===== src/rtl/valu_pkg.sv =====
// rtl/valu_pkg.sv - opcodes, element/group codes and sequencer states shared by the vALU path
package valu_pkg;

  localparam logic [3:0] VALU_ADD  = 4'd0;
  localparam logic [3:0] VALU_ADDS = 4'd1;
  localparam logic [3:0] VALU_SUB  = 4'd2;
  localparam logic [3:0] VALU_SUBS = 4'd3;
  localparam logic [3:0] VALU_MUL  = 4'd4;
  localparam logic [3:0] VALU_MULS = 4'd5;
  localparam logic [3:0] VALU_AND  = 4'd6;
  localparam logic [3:0] VALU_OR   = 4'd7;
  localparam logic [3:0] VALU_XOR  = 4'd8;
  localparam logic [3:0] VALU_OP_MAX = VALU_XOR;

  localparam logic [2:0] SEW_8  = 3'd0;
  localparam logic [2:0] SEW_16 = 3'd1;
  localparam logic [2:0] SEW_32 = 3'd2;
  localparam logic [2:0] SEW_64 = 3'd3;

  localparam logic [1:0] LMUL_1 = 2'd0;
  localparam logic [1:0] LMUL_2 = 2'd1;
  localparam logic [1:0] LMUL_4 = 2'd2;
  localparam logic [1:0] LMUL_8 = 2'd3;

  typedef enum logic [1:0] {IDLE, ISSUE, DRAIN, RESP} state_e;

endpackage


===== src/rtl/valu_tail_mask.sv =====
// rtl/valu_tail_mask.sv - byte enables for group register k: bytes whose element index is below vl
module valu_tail_mask (
  input  logic [2:0] k_i,
  input  logic [1:0] sew_i,
  input  logic [6:0] vl_i,
  output logic [7:0] be_o
);

  logic [9:0] lim;

  always_comb begin
    lim  = {3'b000, vl_i} << sew_i;
    be_o = '0;
    for (int b = 0; b < 8; b++) begin
      be_o[b] = ({4'b0000, k_i, 3'(b)} < lim);
    end
  end

endmodule


===== src/rtl/valu_seq.sv =====
// rtl/valu_seq.sv - walks one vector command's register group through VRF read, vALU and tail-masked write
module valu_seq
  import valu_pkg::*;
#(
  parameter int NREG = 32,
  parameter int VLEN = 64,
  localparam int AW = $clog2(NREG),
  localparam int NB = VLEN / 8
) (
  input  logic            clk,
  input  logic            rst_n,
  input  logic            cmd_valid,
  output logic            cmd_ready,
  input  logic [3:0]      cmd_op,
  input  logic [2:0]      cmd_sew,
  input  logic [1:0]      cmd_lmul,
  input  logic [6:0]      cmd_vl,
  input  logic [AW-1:0]   cmd_vs1,
  input  logic [AW-1:0]   cmd_vs2,
  input  logic [AW-1:0]   cmd_vd,
  input  logic [VLEN-1:0] cmd_scalar,
  output logic            vrf_rd_en,
  output logic [AW-1:0]   vrf_rd_addr1,
  output logic [AW-1:0]   vrf_rd_addr2,
  input  logic [VLEN-1:0] vrf_rd_data1,
  input  logic [VLEN-1:0] vrf_rd_data2,
  output logic [VLEN-1:0] valu_in1,
  output logic [VLEN-1:0] valu_in2,
  output logic [VLEN-1:0] valu_scalar,
  output logic [3:0]      valu_op,
  output logic [2:0]      valu_sew,
  input  logic [VLEN-1:0] valu_result,
  output logic            vrf_wr_en,
  output logic [AW-1:0]   vrf_wr_addr,
  output logic [NB-1:0]   vrf_wr_be,
  output logic [VLEN-1:0] vrf_wr_data,
  output logic            done,
  output logic            err,
  output logic            busy
);

  state_e          state_q, state_d;
  logic [2:0]      k_q, k_d;
  logic            drain_q, drain_d;

  logic [3:0]      op_q;
  logic [2:0]      sew_q;
  logic [1:0]      lmul_q;
  logic [6:0]      vl_q;
  logic [AW-1:0]   vs1_q, vs2_q, vd_q;
  logic [VLEN-1:0] scalar_q;
  logic            err_q;

  logic            rd_vld_q;
  logic [2:0]      k1_q;
  logic            wr_en_q;
  logic [AW-1:0]   wr_addr_q;
  logic [NB-1:0]   wr_be_q;
  logic [VLEN-1:0] wr_data_q;

  logic            accept;
  logic [3:0]      grp;
  logic [AW-1:0]   align;
  logic            bad;
  logic [7:0]      vlmax;
  logic [6:0]      vl_eff;
  logic [2:0]      last_k;
  logic [NB-1:0]   tail_be;
  logic            idle;

  // Alignment: a group base must have its low lmul bits clear.
  always_comb begin
    accept = cmd_valid && (state_q == IDLE);
    grp    = 4'd1 << cmd_lmul;
    align  = AW'(grp - 4'd1);
    bad    = (cmd_op > VALU_OP_MAX) || (cmd_sew > SEW_64) ||
             (|((cmd_vs1 | cmd_vs2 | cmd_vd) & align));
    vlmax  = (8'(NB) >> cmd_sew[1:0]) << cmd_lmul;
    vl_eff = ({1'b0, cmd_vl} > vlmax) ? vlmax[6:0] : cmd_vl;
    last_k = 3'((4'd1 << lmul_q) - 4'd1);
  end

  always_comb begin
    state_d   = state_q;
    k_d       = k_q;
    drain_d   = drain_q;
    cmd_ready = 1'b0;
    vrf_rd_en = 1'b0;
    done      = 1'b0;
    err       = 1'b0;
    case (state_q)
      IDLE: begin
        cmd_ready = 1'b1;
        if (accept) begin
          k_d     = 3'd0;
          state_d = (bad || (vl_eff == 7'd0)) ? RESP : ISSUE;
        end
      end
      ISSUE: begin
        vrf_rd_en = 1'b1;
        if (k_q == last_k) begin
          state_d = DRAIN;
          drain_d = 1'b0;
        end else begin
          k_d = k_q + 3'd1;
        end
      end
      DRAIN: begin
        drain_d = 1'b1;
        if (drain_q) begin
          state_d = IDLE;
          done    = 1'b1;
        end
      end
      RESP: begin
        done    = 1'b1;
        err     = err_q;
        state_d = IDLE;
      end
      default: state_d = IDLE;
    endcase
  end

  always_ff @(posedge clk or negedge rst_n) begin
    if (!rst_n) begin
      state_q <= IDLE;
      k_q     <= '0;
      drain_q <= 1'b0;
    end else begin
      state_q <= state_d;
      k_q     <= k_d;
      drain_q <= drain_d;
    end
  end

  always_ff @(posedge clk or negedge rst_n) begin
    if (!rst_n) begin
      op_q     <= '0;
      sew_q    <= '0;
      lmul_q   <= '0;
      vl_q     <= '0;
      vs1_q    <= '0;
      vs2_q    <= '0;
      vd_q     <= '0;
      scalar_q <= '0;
      err_q    <= 1'b0;
    end else if (accept) begin
      op_q     <= cmd_op;
      sew_q    <= cmd_sew;
      lmul_q   <= cmd_lmul;
      vl_q     <= vl_eff;
      vs1_q    <= cmd_vs1;
      vs2_q    <= cmd_vs2;
      vd_q     <= cmd_vd;
      scalar_q <= cmd_scalar;
      err_q    <= bad;
    end
  end

  assign busy         = ~cmd_ready;
  assign idle         = (state_q == IDLE);
  assign vrf_rd_addr1 = vrf_rd_en ? vs1_q + AW'(k_q) : '0;
  assign vrf_rd_addr2 = vrf_rd_en ? vs2_q + AW'(k_q) : '0;
  assign valu_in1     = idle ? '0 : vrf_rd_data1;
  assign valu_in2     = idle ? '0 : vrf_rd_data2;
  assign valu_scalar  = idle ? '0 : scalar_q;
  assign valu_op      = idle ? '0 : op_q;
  assign valu_sew     = idle ? '0 : sew_q;

  valu_tail_mask u_tail_mask (
    .k_i   (k1_q),
    .sew_i (sew_q[1:0]),
    .vl_i  (vl_q),
    .be_o  (tail_be)
  );

  // Stage 1 tracks which group register's data returns this cycle; stage 2 is the write.
  always_ff @(posedge clk or negedge rst_n) begin
    if (!rst_n) begin
      rd_vld_q  <= 1'b0;
      k1_q      <= '0;
      wr_en_q   <= 1'b0;
      wr_addr_q <= '0;
      wr_be_q   <= '0;
      wr_data_q <= '0;
    end else begin
      rd_vld_q  <= vrf_rd_en;
      k1_q      <= k_q;
      wr_en_q   <= rd_vld_q;
      wr_addr_q <= rd_vld_q ? vd_q + AW'(k1_q) : '0;
      wr_be_q   <= rd_vld_q ? tail_be : '0;
      wr_data_q <= rd_vld_q ? valu_result : '0;
    end
  end

  assign vrf_wr_en   = wr_en_q;
  assign vrf_wr_addr = wr_addr_q;
  assign vrf_wr_be   = wr_be_q;
  assign vrf_wr_data = wr_data_q;

endmodule


===== config.mk =====
export PLATFORM = sky130hd
export DESIGN_NAME = valu_seq
export DESIGN_NICKNAME = d
export VERILOG_FILES = /design/src/rtl/valu_pkg.sv /design/src/rtl/valu_tail_mask.sv /design/src/rtl/valu_seq.sv
export SDC_FILE = /design/constraint.sdc
export NUM_CORES = 1
export LEC_CHECK = 0
export CORE_AREA = 2 2 225 227
export DETAILED_ROUTE_END_ITERATION = 16
export DIE_AREA = 0 0 227 229
export SLEW_MARGIN = 20
export SYNTH_ARGS = -nofsm -noshare
export SYNTH_HDL_FRONTEND = slang
export SYNTH_SLANG_ARGS = --single-unit

===== constraint.sdc =====
create_clock -name clk -period 2 [get_ports clk]
set_input_delay 0.2 -clock clk [delete_from_list [all_inputs] [get_ports clk]]
set_output_delay 0.2 -clock clk [all_outputs]
set_load 0.02 [all_outputs]

== After elaboration in Yosys (flattened, before gate mapping) ==
Cells that the tools add are included.

* Muxes and demuxes: 26
* $add $sub $neg: 6
* Eq/ne operators: 8
* Order comparisons: 11
* Shifts and indexed selects: 5
* Bitwise operators: 4
* Reductions and logical operators: 12

{| class="wikitable"
|+ Operators by type and width
! cell !! count
|-
| 64-bit 2-to-1 mux || 4
|-
| 6-bit by 10-bit < comparator with 1-bit output || 8
|-
| 5-bit by 3-bit adder with 5-bit output || 3
|-
| 5-bit 2-to-1 mux || 3
|-
| 5-bit bitwise OR || 2
|-
| 7-bit by 2-bit left shift with 10-bit output || 1
|-
| 3-bit 2-to-1 mux || 3
|-
| 7-bit by 8-bit greater-than comparator with 1-bit output || 1
|-
| 2-bit 2-to-1 mux || 4
|-
| 8-bit 2-to-1 mux || 1
|-
| 2-bit inequality test (second input constant) || 4
|-
| 2-bit case mux with 4 select lines || 1
|-
| 8-bit by 2-bit left shift with 8-bit output || 1
|-
| 4-bit by 2-bit >> shifter with 8-bit output (first input constant) || 1
|-
| 7-bit logical NOT || 1
|-
| 7-bit 2-to-1 mux || 1
|-
| 3-bit case mux with 2 select lines || 1
|-
| 3-bit AND reduction || 2
|-
| 5-bit AND || 1
|-
| 1-bit 2-to-1 mux || 5
|-
| 5-bit OR reduction || 1
|-
| 4-bit by 1-bit subtractor with 5-bit output (second input constant) || 1
|-
| 2-bit == test (second input constant) || 2
|-
| 4-bit greater-than comparator (second input constant) || 1
|-
| 15 further kinds || 19
|}

* Word-level logic and storage cells: 90
* Register bits: 184
* Output and inout bits: 292

== Longest topological paths before layout ==
Gate-level depths: netlist of the first run.

* Word-level depth: 9
* Gate-level depth with buffers: 12
* Depth with buffers taken out: 10

== By module ==
Synthesis of the first run repeated with hierarchy kept, for this count alone.

* Cell total of the unflattened synthesis: 1003
* Area, all modules: 9167.5 um2

{| class="wikitable"
|+ Modules (own cells, without submodules)
! module !! area each (um2) !! cells an instance !! sequential area each (um2) !! times used
|-
| valu_seq || 8785.9 || 947 || 4604.4 || 1
|-
| valu_tail_mask || 381.6 || 56 || 0.0 || 1
|}

== Worst setup path before layout of the first run ==
OpenSTA, ideal clock, no wires.

* Path kind: input to register
* Start point: input cmd_lmul[0]
* End point: register vl_q[0]
* Slack: -234 ps
* Stages on the path: 11
* Data required time: 1874 ps
* Library setup time: 126 ps
* Arrival time: 2108 ps
* Cells stage by stage: buf_2 or3b_1 nand2_1 o21ai_0 ha_1 nand3_1 o211ai_1 o21bai_1 buf_2 and3_1 a221o_1

* Cells in the longest elaborated chain, start to end: 3

{| class="wikitable"
|+ RTL lines
! what !! RTL line !! source
|-
| from (decl) || valu_seq.sv:16 || <nowiki>input logic [1:0] cmd_lmul,</nowiki>
|-
| 8-bit by 2-bit left shift with 8-bit output (*) || valu_seq.sv:78 || <nowiki>vlmax = (8'(NB) >> cmd_sew[1:0]) << cmd_lmul;</nowiki>
|-
| 7-bit by 8-bit greater-than comparator with 1-bit output || valu_seq.sv:79 || <nowiki>vl_eff = ({1'b0, cmd_vl} > vlmax) ? vlmax[6:0] : cmd_vl;</nowiki>
|-
| 7-bit 2-to-1 mux (*) || valu_seq.sv:79 ||
|-
| to (signal assigned) || valu_seq.sv:151 || <nowiki>vl_q <= vl_eff;</nowiki>
|-
| to (decl) || valu_seq.sv:49 || <nowiki>logic [6:0] vl_q;</nowiki>
|}

Mark *: on every way between the ends. The rest lies on a longest branch, timed or not.
A chain may end at the register's enable or synchronous reset.

== Final worst setup path of the first run ==
* Start point: register state_q[1]
* End point: output valu_in2[4]

* Cells in the longest elaborated chain, start to end: 2

{| class="wikitable"
|+ RTL lines
! what !! RTL line !! source
|-
| from (decl) || valu_seq.sv:42 || <nowiki>state_e state_q, state_d;</nowiki>
|-
| from (signal assigned) || valu_seq.sv:130 || <nowiki>state_q <= state_d;</nowiki>
|-
| 2-bit logical NOT || valu_seq.sv:161 || <nowiki>assign idle = (state_q == IDLE);</nowiki>
|-
| 64-bit 2-to-1 mux || valu_seq.sv:165 || <nowiki>assign valu_in2 = idle ? '0 : vrf_rd_data2;</nowiki>
|-
| to (decl) || valu_seq.sv:28 || <nowiki>output logic [VLEN-1:0] valu_in2,</nowiki>
|}

Every way passes these cells.

==> results.tsv, run 1 <==
stage	metric	value	unit
run_status	status	finished, violations left	
run_status	failing checks	negative setup slack	
setup_path	CP delay by family, top	buffers and inverters	
floorplanning	die height	229	µm
cells_and_area	Area growth, synth to finish	111	%
synthesis	syn_area_per_cell	9.21	µm²
setup_path	reg-to-reg setup timing slack	0.02	ns
synthesis	top-count cell post-synth	nand2_1	
clock_tree	Clock Pin Slew Worst Setup and Hold Paths	0.08	ns
sta	unrepaired setup endpoints after global routing	true	
setup_path	crit path max-delay cell type	dfrtp_1	
floorplanning	IO Pins	582	
synthesis	asr flop ratio synth	100	%
drt	routed via count	9434	
min_path	Hold Path Class	input port to register	
place	Port Buffers	581	
sta	TNS Setup	-18.34	ns
synthesis	commonest cells in the netlist	nand2_1, and2_1, dfrtp_1	
setup_path	Reg-to-Reg End	vl_q[0]	
synthesis	number of synthesized flops with an enable pin	0	
sta	PnR worst setup slack	-0.235	ns
synthesis	Yosys Warn Count	0	
drt	Routed WL	45800	µm
sta	clk_skew	0.0110	ns
min_path	hold path start	cmd_lmul[0]	
clock_tree	Worst-Skew Late Latency	0.48	ns
setup_path	Most common cell on crit path	buf_6	
drt	WL/cell	19.5	µm
setup_path	WS Path Type	register to output port	
min_path	worst-case hold path end point	lmul_q[0]	
place	Routability Congestion	1.01	
setup_path	reg2reg start	state_q[1]	
synthesis	Synth Flop Type	dfrtp_1	
synthesis	#FFs+latches synth	184	
setup_path	Critical Path End Type	output port	
floorplanning	total die area	0.0520	mm²
drt	DRT Pass-1 Iters	4	
setup_path	nature of the critical path startpoint	register	
sta	clock period minus worst slack	2.24	ns
synthesis	synth top area cells	dfrtp_1, and2_1, nand2_1	
drt	Antenna Nets Post-Route	0	
drt	Iteration-0 DRC Markers	420	
floorplanning	Initial Util	18.0	%
setup_path	critical path peak fanout	6	
clock_tree	CTS Buf Count	17	
synthesis	Seq/Total Area, Yosys	51.5	%
synthesis	Unique masters post-synth	46	
setup_path	worst-case reg-to-reg path depth	9	
sta	fin crit share	112	%
grt	initial antenna violation count	9	
power_and_ir_drop	Peak VDD IR	0.875	mV
sta	fin. max-slew vios	0	
sta	Setup Viol. Count Final	186	
synthesis	Cell Area, Synth	0.00894	mm²
clock_tree	Root Driver	clkbuf_16	
sta	worst hold slack	0.150	ns
clock_tree	H-tree depth	4	
place	post-DP HPWL	31700	µm
synthesis	top cell type by total area after synthesis	dfrtp_1	
cells_and_area	nets	1979	
place	DP Worst Slack	-0.703	ns
clock_tree	CTS Sinks	184	
min_path	Hold Path Depth	4	
power_and_ir_drop	Leak	0.00897	µW
floorplanning	die span in x	227	µm
sta	Relative slew margins	67.2	%
sta	fmax	0.447	GHz
drt	Via density	4.01	
sta	Fin. Hold Viols	0	
cells_and_area	layout cell share with drive strength beyond 1	38.2	%
setup_path	Req. time, crit path	1.80	ns
grt	largest net degree at the start of global routing	66	
synthesis	Mapped Cells	971	
grt	Total GRT Usage	15.7	%
floorplanning	num rows	82	
drt	DRC	0	
clock_tree	CTS tree	yes	
grt	total grt overflow	0	
setup_path	CP cell instances	or2_4, buf_12, buf_16, buf_8, buf_6, and2_4, buf_6	
sta	Worst Tran Pin Value	0.492	ns
grt	vias in the first global route	9300	
floorplanning	core area	0.0497	mm²
synthesis	share of Yosys cell area claimed by the top area cell type	51.5	%
clock_tree	clock tree buffer depth	2	
setup_path	WP data arrival	2.04	ns
setup_path	WP buf/inv	5	
power_and_ir_drop	post-route total power	30200	µW
power_and_ir_drop	PD cells	1600	mW/mm²
synthesis	Mapped Nets	1286	
job	max-capacitance violation count	0	
grt	first-pass GRT wire length	59500	µm
setup_path	worst stage delay on the critical path	0.40	ns
how the worst max path moves through the flow:
stage / startpoint / to / slack, ns / depth (start not counted)
after floorplan: cmd_lmul[1] / vl_q[0] / -0.15 / 11
after global placement: cmd_lmul[0] / vl_q[0] / -0.67 / 11
after detailed placement: cmd_lmul[0] / vl_q[3] / -0.70 / 11
after CTS: state_q[1] / valu_in1[1] / -0.40 / 4
after global routing: k_q[0] / vrf_rd_addr1[4] / -0.36 / 7
final: state_q[1] / valu_in2[4] / -0.24 / 7
metal layers:
metal	vias to the layer above	track usage, %	part of all wire [%]
li1	4436	-	-
met1	4593	18.8	41
met2	343	26.0	49
met3	52	5.61	8.5
met4	10	5.54	1.9
met5	-	0	0.14
worst reg2reg max path, stage by stage, from the launching register on:
cell	delay [ns]
dfrtp_1	0.38
or2_4	0.25
buf_8	0.16
clkbuf_16	0.17
clkinv_8	0.06
buf_6	0.11
and2_4	0.18
buf_12	0.14
and3_4	0.16
a221o_1	0.25
kinds of logic after synthesis:
group                    after synthesis  share of synthesized area [%]
AND/OR/NAND/NOR                      614                           34.7
flip-flops                           184                           51.5
buffers and inverters                 69                           3.61
AO/OA/AOI/OAI                         60                           4.46
adder cells (fa/ha/maj)               25                           3.75
XOR/XNOR                              12                           1.18
multiplexers                           7                          0.812
layout make-up:
type,instances,area [µm²]
Antenna cell,2,5.00
Clock buffer,18,429
Clock inverter,14,160
Fill cell,4992,30800
Inverter,11,53.8
Multi-Input combinational cell,718,4710
Sequential cell,184,4610
Tap cell,672,841
Timing Repair Buffer,732,8040
report_power, final:
| part | total [µW] | internal (µW) | switching, µW |
|---|---|---|---|
| combinational | 20700 | 11100 | 9570 |
| clock | 3490 | 1780 | 1720 |
| sequential | 5980 | 5160 | 825 |
| total | 30200 | 18100 | 12100 |
registers in the layout, summed over array words and instances, names as in the netlist, 2 cells and up:
| register | cells |
|---|---|
| k_q | 3 |
| vd_q | 5 |
| vrf_wr_data | 64 |
| vrf_wr_addr | 5 |
| sew_q | 3 |
| state_q | 2 |
| k1_q | 3 |
| vs1_q | 5 |
| vrf_wr_be | 8 |
| vs2_q | 5 |
| scalar_q | 64 |
| vl_q | 7 |
| op_q | 4 |
| lmul_q | 2 |
placed cells by master, fill, tap and decap left out, types with 6 or more instances in the layout:
cell type	netlist	routed
a21oi_2	0	8
buf_12	0	30
nand3_1	11	10
xnor2_1	8	6
clkbuf_16	0	32
buf_4	8	70
nor3_1	8	7
buf_6	1	215
and2_4	0	192
o21ai_0	13	9
a21oi_1	15	7
buf_8	0	13
dfrtp_1	184	181
a21o_1	7	7
buf_2	20	11
nand2_1	282	278
nor2_1	15	12
ha_1	22	15
and2_1	274	82
clkdlybuf4s50_1	0	362
inv_1	10	8
per-stage QoR:
step,cells,area [µm²],utilization [%]
2_1_floorplan,971,8980,-
3_3_place_gp,2234,16000,32.2
3_5_place_dp,2234,16000,32.2
4_1_cts,2294,17200,34.7
5_1_grt,2351,18900,38.0
6_report,2351,18900,38.0
timing repair:
item / CTS / global route
hold buffers: 1 / 0
cloned: 8 / 23
endpoints found under the hold margin: 44 / 0
gates resized for setup: 822 / 678
pin swaps: 18 / 170
setup buffers: 19 / 37
setup endpoints to repair: 227 / 230
Power figures use the tool's default switching activity.
==> inputs of run 2 (changes only) <==
--- a/config.mk
+++ b/config.mk
@@ -5,6 +5,7 @@
 export SDC_FILE = /design/constraint.sdc
 export NUM_CORES = 1
 export LEC_CHECK = 0
+export ABC_CLOCK_PERIOD_IN_PS = 2000
 export CORE_AREA = 2 2 225 227
 export DETAILED_ROUTE_END_ITERATION = 16
 export DIE_AREA = 0 0 227 229
==> results of run 2 <==
Final layout, timing and power as in run 1 (identical DEF).
==> inputs of run 3 (changes only) <==
--- a/config.mk
+++ b/config.mk
@@ -5,7 +5,6 @@
 export SDC_FILE = /design/constraint.sdc
 export NUM_CORES = 1
 export LEC_CHECK = 0
-export ABC_CLOCK_PERIOD_IN_PS = 2000
 export CORE_AREA = 2 2 225 227
 export DETAILED_ROUTE_END_ITERATION = 16
 export DIE_AREA = 0 0 227 229
==> results of run 3 <==
Final layout, timing and power as in run 1 (identical DEF).
